===== src/rtl/muldiv_unit.sv =====
// muldiv_unit: iterative radix-2 multiply/divide engine feeding the hi/lo register.
// Handles MULT, MULTU, DIV and DIVU one at a time. Start is taken at E0, the
// fixed 32 iteration cycles run E1..E32, DONE follows, and the registered write
// pulse presents {hi, lo} so the hi/lo register captures it at E34.
//
// Optional build macro MULDIV_FAST_ZERO_EN: a divide by zero, or a multiply with
// a zero operand, skips CALC and writes at E2. The results do not change.
//
// Ports:
//   clk_cpu      in   CPU clock, rising edge
//   reset        in   asynchronous, active-high
//   start        in   launch request, accepted only while idle
//   op           in   00 MULT, 01 MULTU, 10 DIV, 11 DIVU
//   rs           in   multiplicand / dividend
//   rt           in   multiplier / divisor
//   busy         out  pipeline stall while an operation is in flight
//   hilo_wr_en   out  one-cycle hi/lo write pulse
//   hilo_wr_data out  {hi, lo} write data
module muldiv_unit #(
   parameter int unsigned WIDTH = 32
) (
   input  logic                 clk_cpu,
   input  logic                 reset,
   input  logic                 start,
   input  logic [1:0]           op,
   input  logic [WIDTH-1:0]     rs,
   input  logic [WIDTH-1:0]     rt,
   output logic                 busy,
   output logic                 hilo_wr_en,
   output logic [2*WIDTH-1:0]   hilo_wr_data
);

   localparam int unsigned ITER   = WIDTH;
   localparam int unsigned CNT_W  = (ITER > 1) ? $clog2(ITER) : 1;
   localparam int unsigned RES_W  = 2 * WIDTH;
   localparam int unsigned SUM_W  = WIDTH + 1;
   localparam int unsigned DIFF_W = WIDTH + 2;

   typedef enum logic [1:0] {IDLE, CALC, DONE} state_t;

   state_t             state;
   logic [CNT_W-1:0]   cnt;
   logic               is_div;
   logic               skip;       // zero operand: accumulator already holds the answer
   logic               neg_res;    // negate product / quotient
   logic               neg_rem;    // negate remainder (dividend sign)
   logic [RES_W-1:0]   acc;        // {hi, lo}: product, or {remainder, dividend/quotient}
   logic [WIDTH-1:0]   opnd;       // multiplicand or divisor magnitude

   // Operand magnitudes and sign flags for the launch cycle
   logic               rs_neg, rt_neg, zero_op;
   logic [WIDTH-1:0]   rs_abs, rt_abs;

   always_comb begin
      rs_neg  = ~op[0] & rs[WIDTH-1];
      rt_neg  = ~op[0] & rt[WIDTH-1];
      rs_abs  = rs_neg ? (~rs + WIDTH'(1)) : rs;
      rt_abs  = rt_neg ? (~rt + WIDTH'(1)) : rt;
      zero_op = op[1] ? (rt == '0) : ((rs == '0) || (rt == '0));
   end

   // One radix-2 iteration: shift-add multiply or restoring divide
   logic [SUM_W-1:0]   mul_sum;
   logic [SUM_W-1:0]   div_shift;
   logic [DIFF_W-1:0]  div_diff;
   logic [RES_W-1:0]   acc_step;

   always_comb begin
      mul_sum   = {1'b0, acc[RES_W-1:WIDTH]} + (acc[0] ? {1'b0, opnd} : SUM_W'(0));
      div_shift = {acc[RES_W-1:WIDTH], acc[WIDTH-1]};
      div_diff  = {1'b0, div_shift} - {2'b00, opnd};
      if (is_div) begin
         // borrow out means the trial subtraction went negative: restore
         if (div_diff[DIFF_W-1])
            acc_step = {div_shift[WIDTH-1:0], acc[WIDTH-2:0], 1'b0};
         else
            acc_step = {div_diff[WIDTH-1:0], acc[WIDTH-2:0], 1'b1};
      end else begin
         acc_step = {mul_sum, acc[WIDTH-1:1]};
      end
   end

   // Sign-corrected result presented during DONE
   logic [WIDTH-1:0]   acc_hi, acc_lo, res_hi, res_lo;
   logic [RES_W-1:0]   result;

   always_comb begin
      acc_hi = acc[RES_W-1:WIDTH];
      acc_lo = acc[WIDTH-1:0];
      res_hi = neg_rem ? (~acc_hi + WIDTH'(1)) : acc_hi;
      // divide by zero yields all-ones quotient regardless of signs
      res_lo = skip ? '1 : (neg_res ? (~acc_lo + WIDTH'(1)) : acc_lo);
      if (is_div)
         result = {res_hi, res_lo};
      else
         result = neg_res ? (~acc + RES_W'(1)) : acc;
   end

   // Control FSM, datapath registers and registered outputs
   always_ff @(posedge clk_cpu or posedge reset) begin
      if (reset) begin
         state        <= IDLE;
         cnt          <= '0;
         is_div       <= 1'b0;
         skip         <= 1'b0;
         neg_res      <= 1'b0;
         neg_rem      <= 1'b0;
         acc          <= '0;
         opnd         <= '0;
         busy         <= 1'b0;
         hilo_wr_en   <= 1'b0;
         hilo_wr_data <= '0;
      end else begin
         // outputs lag the state by one edge so the write lands at E34
         busy       <= (state != IDLE);
         hilo_wr_en <= (state == DONE);
         if (state == DONE)
            hilo_wr_data <= result;

         case (state)
            IDLE: begin
               // busy still high here means the previous write cycle is in progress
               if (start && !busy) begin
                  is_div  <= op[1];
                  skip    <= zero_op;
                  neg_res <= rs_neg ^ rt_neg;
                  neg_rem <= op[1] & rs_neg;
                  cnt     <= '0;
                  if (op[1]) begin
                     opnd <= rt_abs;
                     acc  <= zero_op ? {rs_abs, {WIDTH{1'b1}}} : {{WIDTH{1'b0}}, rs_abs};
                  end else begin
                     opnd <= rs_abs;
                     acc  <= zero_op ? RES_W'(0) : {{WIDTH{1'b0}}, rt_abs};
                  end
`ifdef MULDIV_FAST_ZERO_EN
                  state <= zero_op ? DONE : CALC;
`else
                  state <= CALC;
`endif
               end
            end
            CALC: begin
               if (!skip)
                  acc <= acc_step;
               cnt <= cnt + CNT_W'(1);
               if (cnt == CNT_W'(ITER - 1))
                  state <= DONE;
            end
            DONE:    state <= IDLE;
            default: state <= IDLE;
         endcase
      end
   end

endmodule


===== config.mk =====
export PLATFORM = sky130hd
export DESIGN_NAME = muldiv_unit
export DESIGN_NICKNAME = d
export VERILOG_FILES = /design/src/rtl/muldiv_unit.sv
export SDC_FILE = /design/constraint.sdc
export NUM_CORES = 1
export LEC_CHECK = 0
export CAP_MARGIN = 20
export CORE_MARGIN = 2
export CORE_UTILIZATION = 30
export CTS_CLUSTER_DIAMETER = 120
export DETAILED_ROUTE_END_ITERATION = 16
export PLACE_DENSITY = 0.48
export SYNTH_ARGS = -nofsm -noshare
export SYNTH_HDL_FRONTEND = slang
export SYNTH_SLANG_ARGS = --single-unit

===== constraint.sdc =====
create_clock -name clk_cpu -period 10.7 [get_ports clk_cpu]
set_input_delay 1.07 -clock clk_cpu [delete_from_list [all_inputs] [get_ports clk_cpu]]
set_output_delay 1.07 -clock clk_cpu [all_outputs]
set_load 0.01 [all_outputs]

==> impl_metrics.yaml, run 1 <==
layout:
  drive_above_1_share_pct: 6.33
  num-fill-cells: 5364
  stdcell_count: 2711
  final_common_cell: "nor2_1"
  num-nets-final: 2168
  finish.utilization_pct: 35.3
  antennaDiodeCount: 0
  syn2layout_area_growth_pct: 16.5
  final_cell_mix: "nor2_1 (244), a21oi_1 (203), nand2_1 (197)"
worst_setup_path:
  r2r_setup_slack_ns: 6.34
  startpoint_type: "input port"
  critPathKind: "input port to flop"
  critical_path_buf_inv_count: 2
  crit_fanout: 16
  critical_path.cell_chain: "clkdlybuf4s50_1, inv_1, ha_1, nor4b_1, and4_1, nand3_1, or4_1, nand3_1, nor2_1, a2111oi_0, a21oi_1"
  crit_arrival_ns: 4.79
  crit_path_end_kind: "flop"
  cpPeakStageDelay_ns: 0.62
  cp_slowest_cell: "nand3_1"
  critPathRequiredTime_ns: 11.02
  critPathMostFrequentCell: "nand3_1"
  cpLargestDelayFamily: "simple AND/OR/NAND/NOR gates"
floorplanning:
  die_area_um2: 52100
  core_area_um2: 49900
  io_pins: 135
  start_util_pct: 30.3
  chipHeight_um: 228
  rows: 82
  die_width_um: 228
timing:
  drv_slew: 0
  setup_violations: 0
  tns_ns: 0
  fin_crit_sh_pct: 41.8
  worstMarginPinSlew_ns: 1.19
  report.final.hold_viol_count: 0
  rsz0062_at_grt: "false"
  clock.fmax_mhz: 224
  period_needed_ns: 4.47
  relSlewSlack_pct: 20.1
  hold_ws_ns: 0.478
  fin_skew_ns: 0.0211
global_route:
  grtUsageTotal_pct: 22.3
  gr-total-overflow: 0
  grt_max_degree: 80
  antenna_found_initial: 0
  grt_pass1_wl_mm: 89.1
  grt_pass1_vias: 14248
route:
  via_count: 15062
  wl_per_cell_um: 21.8
  drt_wl_total_mm: 59.2
  first_pass_iters: 5
  drc: 0
  final_antenna_net_count: 0
  detail_route.iter0.violations: 1285
  viasPerCell: 5.56
synth:
  avgSynthCellArea_um2: 7.66
  synthMuxAreaShare_pct: 3.38
  ys_seq_elements: 173
  synthSimpleGateAreaFrac_pct: 21.5
  synth_enable_flop_cells: 0
  synth_cell_type_count: 83
  synth_compound_area_share_pct: 25.6
  synthCells: 1969
  ys.flop_type: "dfrtp_1"
  ys_top_cells_by_area: "dfrtp_1 (29%), a21oi_1 (6.8%), o21ai_0 (6.5%)"
  ys_warn_count: 0
  syn_nets: 2110
  synth_top_family_by_area: "compound AO/OA/AOI/OAI gates"
  yosysSeqAreaShare_pct: 28.7
  synth_top_area_share_pct: 28.7
  async_flop_share_pct: 100
  yosysTopAreaCell: "dfrtp_1"
  synth-xor-area-share_pct: 9.81
  syn_area_um2: 15100
  synth_adder_area_share_pct: 6.07
clock_tree:
  clk_pin_slew_worst_paths_ns: 0.07
  cts_resized: 0
  cts_tree: "yes"
  numCtsBuffers: 17
  cts_htree_levels: 4
  insertion_delay_ns: 0.48
  cts-root-buf: "clkbuf_16"
  cts_setup_buffers: 0
  cts.sinks: 173
  postCtsHoldBufs: 0
  cts_max_path_buffers: 2
hold_path:
  hp-class: "flop to flop"
placed_design:
  place_hpwl_mm: 45.7
  dp.cells: 2679
  place_congestion: 0.918
  portBuffers: 134
power_and_ir_drop:
  p_leak_nw: 7.13
  ir_drop_mv: 0.151
  p_total_mw: 6.26
  powerDensity_nw_per_um2: 356
outcome:
  status: "finished, final reports clean"
flow_run:
  maxCapViolCount: 0
metal layers:
layer	routed length, µm	vias up	share of wire, %	global-route usage [%]
met2	27600	490	47	36.0
li1	-	7196	-	-
met1	26400	7288	45	30.1
met3	3110	88	5.3	3.18
met5	0	-	0	0
met4	2010	0	3.4	8.66
logic make-up after synthesis:
logic type               after synthesis
buffers and inverters                185
AND/OR/NAND/NOR                      697
AO/OA/AOI/OAI                        625
XOR/XNOR                             169
adder cells (fa/ha/maj)               72
flip-flops                           173
multiplexers                          48
final cells by class:
class | instances | area, µm² | area share, %
Timing Repair Buffer | 161 | 1540 | 8.75
Multi-Input combinational cell | 1611 | 10000 | 57.1
Inverter | 63 | 241 | 1.37
Clock inverter | 12 | 161 | 0.918
Clock buffer | 19 | 433 | 2.46
Tap cell | 672 | 841 | 4.78
Sequential cell | 173 | 4330 | 24.6
synth_stat cells (all sizes together), types with 5 or more instances:
library cell / instances
a311o: 5
a22oi: 5
mux2i: 24
nor2: 244
a211oi: 12
nor3b: 8
o221ai: 6
a221oi: 15
or2: 11
nand4: 15
inv: 63
nor4: 16
o21ai: 197
o21bai: 8
and3: 15
nor2b: 15
o22ai: 9
or3: 21
mux2: 24
nand2: 199
dfrtp: 173
nor3: 54
o211ai: 13
xor2: 89
a221o: 5
xnor2: 80
buf: 12
nand2b: 12
and2: 16
o31ai: 22
or4b: 5
ha: 70
o2111ai: 7
or4: 14
o41ai: 14
a2111oi: 6
clkbuf: 110
a21oi: 204
nand3: 40
a31oi: 22
a21o: 27
o21a: 11
final timing paths:
check	from	to	cells after the start
worst min-delay path	hilo_wr_data[55]	hilo_wr_data[55]	2
max in group asynchronous	reset	neg_res	3
worst max register to register	acc[31]	acc[60]	12
worst max-delay path	rs[0]	acc[11]	11
min in group asynchronous	reset	hilo_wr_data[24]	2
worst min register to register	hilo_wr_data[55]	hilo_wr_data[55]	2
state kept, by name, indices dropped and copies added, names as in the netlist:
| signal | flops |
|---|---|
| acc | 64 |
| busy | 1 |
| cnt | 5 |
| hilo_wr_data | 64 |
| hilo_wr_en | 1 |
| is_div | 1 |
| neg_rem | 1 |
| neg_res | 1 |
| opnd | 32 |
| skip | 1 |
| state | 2 |
power by group:
| part | internal (mW) | switching [mW] |
|---|---|---|
| Clock | 0.369 | 0.307 |
| Sequential | 0.922 | 0.443 |
| Combinational | 1.71 | 2.50 |
| Total | 3.01 | 3.26 |
stage by stage:
| stage | worst slack (ns) | instance area [µm²] |
|---|---|---|
| after detailed placement | 5.82 | 17000 |
| after floorplan | 4.94 | 15100 |
| after global placement | 5.88 | 17000 |
| after global routing | 5.84 | 17600 |
| final | 6.23 | 17600 |
| after CTS | 6.31 | 17600 |
worst min-delay path, delay by kind of cell, from the launching register on:
| family | cells | cell delay (ns) |
|---|---|---|
| flip-flops | 1 | 0.34 |
| AND/OR/NAND/NOR | 1 | 0.05 |
| AO/OA/AOI/OAI | 1 | 0.06 |
(Power assumes the default switching activity.)
==> run 2: changes to the inputs <==
- clock period: 10.7 -> 4.4 ns (I/O delays scaled with it)
==> impl_metrics.yaml, run 2 (synthesis gave the netlist of run 1 again) <==
clock_tree:
  insertion_delay_ns: 0.48
  cts_setup_buffers: 0
  numCtsBuffers: 17
  clk_pin_slew_worst_paths_ns: 0.08
  cts_tree: "yes"
  postCtsHoldBufs: 0
  cts_htree_levels: 4
  cts-root-buf: "clkbuf_16"
  cts_max_path_buffers: 2
  cts_resized: 0
  cts.sinks: 173
route:
  drt_wl_total_mm: 61.6
  drc: 0
  first_pass_iters: 5
  detail_route.iter0.violations: 1228
  via_count: 15205
  viasPerCell: 5.51
  final_antenna_net_count: 0
  wl_per_cell_um: 22.3
floorplanning:
  die_width_um: 228
  start_util_pct: 30.3
  chipHeight_um: 228
  rows: 82
  io_pins: 135
  die_area_um2: 52100
  core_area_um2: 49900
layout:
  register_area_um2: 4330
  drive_above_1_share_pct: 8.52
  num-nets-final: 2216
  largestRegisters: "acc: 64 flops, hilo_wr_data: 64 flops, opnd: 32 flops"
  num-fill-cells: 5334
  finish.utilization_pct: 36.1
  antennaDiodeCount: 0
  final_cell_mix: "nor2_1 (244), a21oi_1 (203), nand2_1 (197)"
  syn2layout_area_growth_pct: 19.2
  stdcell_count: 2760
  multi_input_area_um2: 10000
  fin_area_um2: 18000
  final_common_cell: "nor2_1"
timing:
  fin_crit_sh_pct: 88.8
  relSlewSlack_pct: 36.8
  period_needed_ns: 3.91
  report.final.hold_viol_count: 0
  clock.fmax_mhz: 256
  setup_violations: 0
  worstMarginPinSlew_ns: 0.948
  hold_ws_ns: 0.336
  tns_ns: 0
  drv_slew: 0
  rsz0062_at_grt: "false"
  fin_ws_ns: 0.491
  fin_skew_ns: 0.0170
worst_setup_path:
  critPathKind: "flop to flop"
  critPathRequiredTime_ns: 4.76
  crit_path_start: "acc[0]"
  crit_arrival_ns: 4.27
  reg2regPathDepth: 14
  r2r_setup_slack_ns: 0.49
  crit_fanout: 17
  rr_startpoint: "acc[0]"
  crit_path_end_kind: "flop"
  startpoint_type: "flop"
  worstReg2RegEnd: "acc[58]"
placed_design:
  place_hpwl_mm: 48.5
  pre_cts_ws_ns: 0.554
  place_congestion: 0.905
  placed_cell_area_um2: 17400
  portBuffers: 134
  dp.cells: 2727
global_route:
  grt_pass1_vias: 14766
  grt_max_degree: 71
  grtUsageTotal_pct: 23.3
  grt_pass1_wl_mm: 92.5
  gr-total-overflow: 0
  antenna_found_initial: 0
outcome:
  status: "finished, final reports clean"
power_and_ir_drop:
  p_leak_nw: 7.37
  powerDensity_nw_per_um2: 870
  p_total_mw: 15.7
  ir_drop_mv: 0.389
hold_path:
  hp-class: "input port to asynchronous set/reset pin"
flow_run:
  maxCapViolCount: 0
==> run 2: cell count changes in the layout (fill, tap and decap cells not counted) <==
cell / delta
buf_16: +1
clkbuf_8: +1
buf_12: +2
buf_4: +45
inv_8: +1
clkinvlp_4: +1
bufinv_16: -1
clkinv_4: +1
clkinv_2: -2
==> run 2: worst max-delay path: stages, from the launching register on <==
cell	delay (ns)
dfrtp_1	0.38
inv_1	0.18
buf_4	0.29
buf_4	0.29
nor2_1	0.07
ha_1	0.39
and3_1	0.23
nand3_1	0.12
nor2_1	0.15
o2111ai_1	0.28
nand2_1	0.29
a31oi_1	0.16
or4b_2	0.67
mux2i_1	0.20
a21oi_1	0.09
==> run 2: worst max path at each step <==
stage,end,slack (ns)
6_report,acc[58],0.49
5_1_grt,acc[56],0.30
4_1_cts,acc[58],0.57
3_5_place_dp,acc[31],0.55
3_3_place_gp,acc[24],0.61
2_1_floorplan,acc[59],1.11
==> run 2: area by class of cell <==
type | instances | share of cell area (%)
Multi-Input combinational cell | 1611 | 55.8
Sequential cell | 173 | 24.1
Timing Repair Buffer | 209 | 10.8
Tap cell | 672 | 4.67
Clock buffer | 20 | 2.48
Inverter | 63 | 1.34
Clock inverter | 12 | 0.835
==> run 2: per-layer routing <==
metal	GRT usage (%)	vias to the layer above	part of all wire, %
li1	-	7300	-
met1	31.2	7373	45
met2	37.8	449	46
met3	3.69	83	5.2
met4	8.84	0	3.3
met5	0	-	0
==> run 2: report_power, final <==
group	leakage [nW]	internal, mW	switching, mW	total [mW]
Sequential	2.04	2.25	0.813	3.06
Clock	0.286	0.868	0.756	1.62
Combinational	5.04	4.42	6.56	11.0
==> run 3: changes to the inputs <==
- ABC_CLOCK_PERIOD_IN_PS: not set -> 4400
- SETUP_SLACK_MARGIN: not set -> 0.5
==> impl_metrics.yaml, run 3 (synthesis gave the netlist of run 1 again) <==
timing:
  tns_ns: 0
  rsz0062_at_grt: "false"
  worstMarginPinSlew_ns: 0.932
  drv_slew: 0
  period_needed_ns: 3.74
  fin_ws_ns: 0.660
  clock.fmax_mhz: 267
  report.final.hold_viol_count: 0
  relSlewSlack_pct: 37.9
  fin_skew_ns: 0.0126
  hold_ws_ns: 0.345
  fin_crit_sh_pct: 85.0
  setup_violations: 0
clock_tree:
  cts_setup_buffers: 0
  cts.sinks: 173
  cts-root-buf: "clkbuf_16"
  insertion_delay_ns: 0.48
  cts_htree_levels: 4
  cts_tree: "yes"
  cts_max_path_buffers: 2
  numCtsBuffers: 17
  clk_pin_slew_worst_paths_ns: 0.08
outcome:
  status: "finished, final reports clean"
global_route:
  gr-total-overflow: 0
  grt_pass1_vias: 14766
  grt_pass1_wl_mm: 92.5
  grtUsageTotal_pct: 23.3
  antenna_found_initial: 0
  grt_max_degree: 71
worst_setup_path:
  critPathCapture: "acc[56]"
  critical_path.cell_chain: "inv_1, buf_6, buf_4, nor2_1, ha_1, and3_1, o21a_1, a221o_1, a21oi_1, nand2_2, a221oi_1, xor2_1, nor3_1, o32a_1"
  cp_slowest_cell: "dfrtp_1"
  path_depth: 14
  crit_path_end_kind: "flop"
  crit_fanout: 17
  worstReg2RegEnd: "acc[56]"
  critPathKind: "flop to flop"
  startpoint_type: "flop"
  crit_arrival_ns: 4.11
  critPathRequiredTime_ns: 4.77
  cpPeakStageDelay_ns: 0.38
  r2r_setup_slack_ns: 0.66
  reg2regPathDepth: 14
  rr_startpoint: "acc[0]"
  critical_path_buf_inv_count: 3
  crit_path_start: "acc[0]"
  cpLargestDelayFamily: "compound AO/OA/AOI/OAI gates"
power_and_ir_drop:
  ir_drop_mv: 0.386
  p_leak_nw: 7.38
  powerDensity_nw_per_um2: 870
layout:
  final_cell_mix: "nor2_1 (244), a21oi_1 (202), nand2_1 (196), o21ai_0 (196), dfrtp_1 (172)"
  register_area_um2: 4330
  num-fill-cells: 5336
  multi_input_area_um2: 10100
  largestRegisters: "acc: 64 flops, hilo_wr_data: 64 flops, opnd: 32 flops"
  finish.utilization_pct: 36.1
  final_common_cell: "nor2_1"
  antennaDiodeCount: 0
  drive_above_1_share_pct: 8.72
  syn2layout_area_growth_pct: 19.4
  num-nets-final: 2216
  fin_area_um2: 18000
floorplanning:
  chipHeight_um: 228
  die_width_um: 228
  core_area_um2: 49900
  rows: 82
  start_util_pct: 30.3
  io_pins: 135
  die_area_um2: 52100
route:
  final_antenna_net_count: 0
  via_count: 15217
  drc: 0
  first_pass_iters: 5
  viasPerCell: 5.51
  detail_route.iter0.violations: 1293
  drt_wl_total_mm: 61.6
  wl_per_cell_um: 22.3
placed_design:
  placed_cell_area_um2: 17400
  place_hpwl_mm: 48.5
  portBuffers: 134
  place_congestion: 0.905
  pre_cts_ws_ns: 0.554
flow_run:
  maxCapViolCount: 0
hold_path:
  hp-class: "input port to asynchronous set/reset pin"
run 3: cell counts in the layout (fill, tap and decap cells not counted):
No cell type changed its count.
run 3: worst min path at each step:
stage / startpoint / endpoint
floorplan: opnd[10] / opnd[10]
global placement: hilo_wr_data[33] / hilo_wr_data[33]
detailed placement: hilo_wr_data[33] / hilo_wr_data[33]
CTS: reset / acc[21]
global route: reset / acc[21]
finish: reset / acc[21]
run 3: power breakdown:
group	leakage [nW]	total (mW)	internal, mW	switching [mW]
clock	0.286	1.62	0.868	0.753
sequential	2.04	3.06	2.25	0.813
combinational	5.05	11.0	4.43	6.57
total	7.38	15.7	7.54	8.14
run 3: cell type report:
cell class | instances | share of cell area [%]
flip-flops and latches | 173 | 24.1
inverters | 63 | 1.33
well taps | 672 | 4.67
clock inverters | 12 | 0.833
clock buffers | 20 | 2.48
multi-input cells | 1611 | 55.8
repair buffers | 209 | 10.8
run 3: per-layer routing:
metal  vias up  global-route usage [%]  share of wire (%)
met4         0                    8.84                3.3
li1       7295                       -                  -
met3        75                    3.69                5.2
met5         -                       0                  0
met2       448                    37.8                 47
met1      7399                    31.2                 45
run 3: timing repair:
action	CTS	global route
gates resized for setup	0	5
endpoints found under the setup margin	0	4
hold buffers	0	0
run 3: worst reg2reg max path: cells and delay by family, from the launching register on:
kind	cells	cell delay (ns)
adder cells (fa/ha/maj)	1	0.34
AND/OR/NAND/NOR	4	0.57
flip-flops	1	0.38
buffers and inverters	3	0.69
AO/OA/AOI/OAI	5	1.42
XOR/XNOR	1	0.23
run 3: metrics by stage:
step           power (mW)  instances
3_5_place_dp         13.9       2727
5_1_grt              16.9       2760
6_report             15.7       2760
3_3_place_gp         13.9       2727
2_1_floorplan        10.3       1969
4_1_cts              15.6       2759
